`src/rtl/vga_display_driver.sv`:
```
// VGA output stage: derives the pixel-rate enable from clk, runs the
// horizontal/vertical raster counters, publishes the current coordinate,
// and registers blanked colour plus active-low syncs onto the pins. Sync
// is registered on the same enable as colour, so both lag the published
// coordinate by exactly one pixel period.
module vga_display_driver #(
    parameter int CLK_DIV  = 4,
    parameter int H_ACTIVE = 640,
    parameter int H_FP     = 16,
    parameter int H_SYNC   = 96,
    parameter int H_BP     = 48,
    parameter int V_ACTIVE = 480,
    parameter int V_FP     = 10,
    parameter int V_SYNC   = 2,
    parameter int V_BP     = 33
) (
    input  logic        clk,
    input  logic        rst_n,
    input  logic [11:0] pixel_data,
    output logic [9:0]  pixel_x,
    output logic [9:0]  pixel_y,
    output logic        video_on,
    output logic        pix_ce,
    output logic        frame_start,
    output logic [3:0]  vga_r,
    output logic [3:0]  vga_g,
    output logic [3:0]  vga_b,
    output logic        vga_hs,
    output logic        vga_vs
);

    localparam int H_TOTAL = H_ACTIVE + H_FP + H_SYNC + H_BP;
    localparam int V_TOTAL = V_ACTIVE + V_FP + V_SYNC + V_BP;
    localparam int DIV_W   = $clog2(CLK_DIV);

    localparam logic [DIV_W-1:0] DIV_LAST = DIV_W'(CLK_DIV - 1);
    localparam logic [9:0] H_LAST  = 10'(H_TOTAL - 1);
    localparam logic [9:0] V_LAST  = 10'(V_TOTAL - 1);
    localparam logic [9:0] H_ACT   = 10'(H_ACTIVE);
    localparam logic [9:0] V_ACT   = 10'(V_ACTIVE);
    localparam logic [9:0] HS_BEG  = 10'(H_ACTIVE + H_FP);
    localparam logic [9:0] HS_END  = 10'(H_ACTIVE + H_FP + H_SYNC);
    localparam logic [9:0] VS_BEG  = 10'(V_ACTIVE + V_FP);
    localparam logic [9:0] VS_END  = 10'(V_ACTIVE + V_FP + V_SYNC);

    logic [DIV_W-1:0] div_cnt;
    logic [9:0]       h_cnt;
    logic [9:0]       v_cnt;
    logic             h_wrap;
    logic             v_wrap;
    logic             hs_next;
    logic             vs_next;
    logic [11:0]      rgb_next;

    assign pix_ce      = (div_cnt == DIV_LAST);
    assign h_wrap      = (h_cnt == H_LAST);
    assign v_wrap      = (v_cnt == V_LAST);
    assign frame_start = pix_ce & h_wrap & v_wrap;
    assign video_on    = (h_cnt < H_ACT) && (v_cnt < V_ACT);
    assign pixel_x     = h_cnt;
    assign pixel_y     = v_cnt;

    // Sync and colour values for the coordinate currently on pixel_x/pixel_y.
    always_comb begin
        hs_next  = ~((h_cnt >= HS_BEG) && (h_cnt < HS_END));
        vs_next  = ~((v_cnt >= VS_BEG) && (v_cnt < VS_END));
        rgb_next = video_on ? pixel_data : 12'h000;
    end

    // Pixel-enable divider: counts 0..CLK_DIV-1, pix_ce marks the last count.
    always_ff @(posedge clk or negedge rst_n) begin
        if (!rst_n) begin
            div_cnt <= '0;
        end else if (pix_ce) begin
            div_cnt <= '0;
        end else begin
            div_cnt <= div_cnt + 1'b1;
        end
    end

    // Raster counters: h steps every pixel, v steps on each h wrap.
    always_ff @(posedge clk or negedge rst_n) begin
        if (!rst_n) begin
            h_cnt <= '0;
            v_cnt <= '0;
        end else if (pix_ce) begin
            if (h_wrap) begin
                h_cnt <= '0;
                v_cnt <= v_wrap ? 10'd0 : v_cnt + 10'd1;
            end else begin
                h_cnt <= h_cnt + 10'd1;
            end
        end
    end

    // Pin register: colour and syncs captured together once per pixel.
    always_ff @(posedge clk or negedge rst_n) begin
        if (!rst_n) begin
            vga_r  <= 4'h0;
            vga_g  <= 4'h0;
            vga_b  <= 4'h0;
            vga_hs <= 1'b1;
            vga_vs <= 1'b1;
        end else if (pix_ce) begin
            vga_r  <= rgb_next[11:8];
            vga_g  <= rgb_next[7:4];
            vga_b  <= rgb_next[3:0];
            vga_hs <= hs_next;
            vga_vs <= vs_next;
        end
    end

endmodule

```
`config.mk`:
```
export PLATFORM = sky130hd
export DESIGN_NAME = vga_display_driver
export DESIGN_NICKNAME = d
export VERILOG_FILES = /design/src/rtl/vga_display_driver.sv
export SDC_FILE = /design/constraint.sdc
export NUM_CORES = 1
export LEC_CHECK = 0
export CORE_ASPECT_RATIO = 0.8
export CORE_MARGIN = 2
export CORE_UTILIZATION = 44
export CTS_BUF_LIST = sky130_fd_sc_hd__clkbuf_4 sky130_fd_sc_hd__clkbuf_8
export DETAILED_ROUTE_END_ITERATION = 7
export GPL_TIMING_DRIVEN = 0
export HOLD_SLACK_MARGIN = 0.03
export PLACE_DENSITY = 0.76
export SETUP_SLACK_MARGIN = 0.2
export SLEW_MARGIN = 20
export SYNTH_ARGS = -nofsm -noshare
export SYNTH_HDL_FRONTEND = slang
export SYNTH_SLANG_ARGS = --single-unit
```
`constraint.sdc`:
```
create_clock -name clk -period 1.4 [get_ports clk]
set_input_delay 0.21 -clock clk [delete_from_list [all_inputs] [get_ports clk]]
set_output_delay 0.21 -clock clk [all_outputs]
set_load 0.03 [all_outputs]
```
==> impl.org <==
** GRT
- The initial antenna violation count was 0.
- Overall routing resource usage :: 0.240
- Residual overflow from global routing :: 0
- Entering global routing, the biggest net connects 29 pins.
- First-pass GRT wire length :: 7800 µm
- Vias in the first global route :: around 1600

** Floorplan
- After floorplanning, the core was sized to cover between 3000 and 4000 µm².
- Die outline height :: about 60 µm
- The die covers 4430 µm².
- Std-Cell Rows :: 20
- Top-Level Pins :: 51
- The floorplan step set the die width to roughly 74 µm.
- Initial cell density of the core :: 0.455

** Clock tree
- H-Tree Level Count :: 2
- Cell at the root of the clock tree :: sky130_fd_sc_hd__clkbuf_8
- Maximum clock insertion buffer count :: 2
- Number of buffers added by the clock tree synthesis step :: 5
- TritonCTS clock tree :: built
- Clock-pin slew was measured on the worst setup and hold paths at about 0.080 ns.
- Clock tree synthesis found a total of 36 sinks.
- The clock reaches the later pin of the worst-skew pair after 0.30 ns.

** Cells and area
- In the final layout, the share of cells above drive strength 1 is 0.669.
- The filler cells instantiated in the layout total approximately 150.
- From synthesis to final layout, the design area changed by 92.1%.
- In the final design database the tool counted approximately 290 nets.
- The repair_antennas step left the layout with diodes totalling 0.

** Critical path
- Arrival time of data at the critical path endpoint :: about 1.8 ns
- Sort of element at the end of the critical path :: primary output
- Among cell families on the critical path, the largest total delay comes from simple AND/OR/NAND/NOR gates.
- Most frequent CP cell :: sky130_fd_sc_hd__buf_6
- Worst setup path class :: reg -> out
- Required time reported for the critical path endpoint :: between 1 and 1.5 ns
- Together, buffers and inverters on the worst path number 2.
- Walking the worst path, the cells encountered are ha_4, and4bb_2, and3b_2, buf_6, and2_4, buf_6.
- STA classifies the critical path startpoint as a flip-flop.
- For this run, the slowest stage of the critical path takes between 0.4 and 0.5 ns.
- In this run the worst path has a maximum fanout of 2.
- The slowest stage of the critical path belongs to the cell sky130_fd_sc_hd__dfrtp_2.

** Synthesis
- Yosys synthesis warning count :: 0
- The share of synthesized area in the top cell type comes to 0.495.
- Largest cells by area after synthesis :: sky130_fd_sc_hd__dfrtp_1 (49%), sky130_fd_sc_hd__nand2_1 (4.6%), sky130_fd_sc_hd__o22ai_1 (4.4%)
- Sequential share of the synthesized area :: 0.525
- The mapped netlist covers between 1500 and 2000 µm².
- After synthesis, the largest family of logic cells by area is simple AND/OR/NAND/NOR gates.
- The synthesized design spends more area on one cell type than any other, namely sky130_fd_sc_hd__dfrtp_1.
- Number of cells produced by synthesis :: 173
- The compound-gate portion of the synthesized area is 0.0946.
- Number of library cell types mapped by synthesis :: 36
- The number of nets in the synthesized netlist is about 190.
- Adder and majority cell fraction of the synthesized area :: 0.0364
- Of the total synthesized cell area, the portion taken by XOR and XNOR cells is 0.0560.
- After synthesis the netlist holds a flip-flop and latch count of 36.
- Multiplexer share of the synthesized area :: 0.0124
- Of the total synthesized cell area, the portion taken by AND, OR, NAND and NOR gates is 0.222.
- Mean area per synthesized cell :: between 9 and 10 µm²

** Timing
- Number of failing setup endpoints in the final timing report :: 35
- At the pin with the least slew margin, the transition time is ~0.51 ns.
- Count of endpoints failing hold in the final timing report :: 0
- Final critical delay including setup and external delays :: 1.98 ns
- Final Max Slew Viols :: 0
- Adding up every negative setup slack in the final design gives -6.44 ns.
- Timing would allow up to between 500 and 600 MHz.
- Slew Limit Headroom :: 0.658
- For the final database, setup skew stands at 0.00911 ns.
- Worst setup margin :: -0.579 ns
- Hold slack :: ~0.31 ns
- Post-route clock period utilization :: 1.41
- RSZ-0062 raised after global routing :: yes

** Routing
- Routed wire length per instance :: about 20 µm
- First DRT Iteration DRCs :: between 100 and 150
- Total DRC errors in the routed layout :: 0
- Post-detailed-routing wire length :: 6580 µm
- The count of nets left with antenna violations once routing finished came out at 0.
- Via count of the routed design :: around 1800
- Drt via density :: around 5.5
- First-pass DRT Iterations :: 4

** Run status
- The checks that failed: negative setup slack.
- The flow ran to the end, but the final reports show violations.

** Power
- Lkg Pwr :: about 1.6 nW
- IR analysis of the VDD net gives a maximum drop of roughly 720 µV.
- Final Total Pwr :: roughly 2.2 mW
- Pwr dens :: approximately 660 nW/µm²

** Run
- Across the run, the number of max-cap violations was 0.

** Placed design
- The wire-length estimate of the detail-placed layout is 2810 µm.
- The congestion estimate from routability-driven global placement came to roughly 0.77.
- Input/output buffers :: 50
- Pre-CTS setup slack :: -0.793 ns

** Worst hold path
- Hold Crit Class :: in -> async
[synth_stat cells]
cell type	instances
sky130_fd_sc_hd__dfrtp_1	34
sky130_fd_sc_hd__nand2_1	21
sky130_fd_sc_hd__inv_1	18
sky130_fd_sc_hd__o22ai_1	12
sky130_fd_sc_hd__nand3_1	9
sky130_fd_sc_hd__nor2_1	9
sky130_fd_sc_hd__o21ai_0	7
sky130_fd_sc_hd__xnor2_1	7
sky130_fd_sc_hd__nor3_1	6
sky130_fd_sc_hd__nor4_1	6
sky130_fd_sc_hd__ha_1	5
sky130_fd_sc_hd__clkbuf_1	4
sky130_fd_sc_hd__nand4_1	4
sky130_fd_sc_hd__xor2_1	4
sky130_fd_sc_hd__a21oi_1	2
sky130_fd_sc_hd__a22o_1	2
sky130_fd_sc_hd__and3b_2	2
sky130_fd_sc_hd__and4bb_2	2
sky130_fd_sc_hd__dfstp_2	2
sky130_fd_sc_hd__a21boi_0	1
sky130_fd_sc_hd__a21o_1	1
sky130_fd_sc_hd__a22o_2	1
sky130_fd_sc_hd__and2_1	1
sky130_fd_sc_hd__and3_1	1
sky130_fd_sc_hd__and3_2	1
sky130_fd_sc_hd__buf_1	1
sky130_fd_sc_hd__buf_2	1
sky130_fd_sc_hd__mux2_2	1
sky130_fd_sc_hd__mux2i_1	1
sky130_fd_sc_hd__nand3b_1	1
sky130_fd_sc_hd__nand3b_4	1
sky130_fd_sc_hd__nand4b_1	1
sky130_fd_sc_hd__nor2b_1	1
sky130_fd_sc_hd__nor3b_1	1
sky130_fd_sc_hd__or3b_2	1
sky130_fd_sc_hd__or4_1	1
[sequential cells by signal, summed over array words and instances (netlist names)]
register	flops
pixel_x	10
pixel_y	10
vga_b	4
vga_g	4
vga_r	4
div_cnt	2
vga_hs	1
vga_vs	1
[what timing repair did]
item	4_1_cts	5_1_grt
buffers inserted	19	13
gates resized for setup	222	79
gates cloned	3	1
pin swaps	17	30
hold endpoints to repair	8	0
hold buffers	1	0
endpoints found under the setup margin	69	51
[final timing paths]
path,startpoint,end,slack (ns),depth (start not counted)
max,pixel_x[1],frame_start,-0.58,6
min,rst_n,pixel_x[2],0.31,2
max reg2reg,pixel_x[1],pixel_y[2],-0.40,8
min reg2reg,pixel_y[8],pixel_y[8],0.49,1
max in group asynchronous,rst_n,vga_vs,0.59,3
min in group clk,pixel_y[8],pixel_y[8],0.49,1
[power breakdown]
group | leakage [nW] | switching, mW | internal, mW | total, mW
clock | 0.0541 | 0.411 | 0.527 | 0.938
combinational | 1.10 | 0.100 | 0.0815 | 0.182
sequential | 0.425 | 0.0110 | 1.06 | 1.07
total | 1.57 | 0.522 | 1.67 | 2.19
[metal layers]
metal  part of all wire  global-route usage  vias to the layer above
li1                   -                   -                      792
met1               0.40               0.326                      870
met2               0.49               0.385                       93
met3              0.068              0.0573                       31
met4              0.038              0.0675                        0
met5                  0                   0                        -
[cell usage in the layout, fill, tap and decap left out, types with 2 or more instances in the layout]
master,n
sky130_fd_sc_hd__nor3_4,2
sky130_fd_sc_hd__nand3_2,3
sky130_fd_sc_hd__a21oi_2,2
sky130_fd_sc_hd__buf_8,4
sky130_fd_sc_hd__nor2_2,3
sky130_fd_sc_hd__o21ai_2,5
sky130_fd_sc_hd__and3b_2,2
sky130_fd_sc_hd__nand2_1,8
sky130_fd_sc_hd__buf_4,17
sky130_fd_sc_hd__buf_12,3
sky130_fd_sc_hd__a22o_1,2
sky130_fd_sc_hd__xnor2_1,5
sky130_fd_sc_hd__nand4_1,4
sky130_fd_sc_hd__buf_2,18
sky130_fd_sc_hd__clkdlybuf4s15_2,8
sky130_fd_sc_hd__nor4_2,2
sky130_fd_sc_hd__nand3_1,4
sky130_fd_sc_hd__xnor2_2,2
sky130_fd_sc_hd__nor3_1,4
sky130_fd_sc_hd__dfrtp_2,19
sky130_fd_sc_hd__clkbuf_16,3
sky130_fd_sc_hd__dfrtp_1,15
sky130_fd_sc_hd__clkbuf_8,6
sky130_fd_sc_hd__dfstp_2,2
sky130_fd_sc_hd__nor4_4,2
sky130_fd_sc_hd__clkdlybuf4s50_1,12
sky130_fd_sc_hd__nor2_4,6
sky130_fd_sc_hd__nand2_4,12
sky130_fd_sc_hd__o22ai_4,4
sky130_fd_sc_hd__nand3_4,2
sky130_fd_sc_hd__buf_6,24
sky130_fd_sc_hd__ha_4,2
sky130_fd_sc_hd__xor2_1,4
sky130_fd_sc_hd__ha_1,2
sky130_fd_sc_hd__nor4_1,2
sky130_fd_sc_hd__o22ai_2,8
sky130_fd_sc_hd__inv_1,16
[layout make-up]
class / count / area, µm² / area share
Inverter: 18 / 72.6 / 0.0220
Multi-Input combinational cell: 113 / 1170 / 0.353
Tap cell: 55 / 68.8 / 0.0208
Buffer: 6 / 120 / 0.0364
Clock inverter: 3 / 42.5 / 0.0129
Sequential cell: 36 / 927 / 0.281
Timing Repair Buffer: 88 / 837 / 0.253
Clock buffer: 5 / 68.8 / 0.0208
[metrics by stage]
step                      cell area (µm²)  std cells   util
final                                3300        324  0.874
after global routing                 3300        324  0.874
after CTS                            2940        310  0.778
after detailed placement             2440        279  0.646
after global placement               2420        278  0.642
after floorplan                      1860        173      -
[logic make-up after synthesis]
group | after synthesis
AOI/OAI and AO/OA | 26
muxes | 2
and+or+nand+nor | 69
buffers and inverters | 24
adders and majority gates | 5
xor gates and xnor gates | 11
DFF | 36
Power figures use the tool's default switching activity.
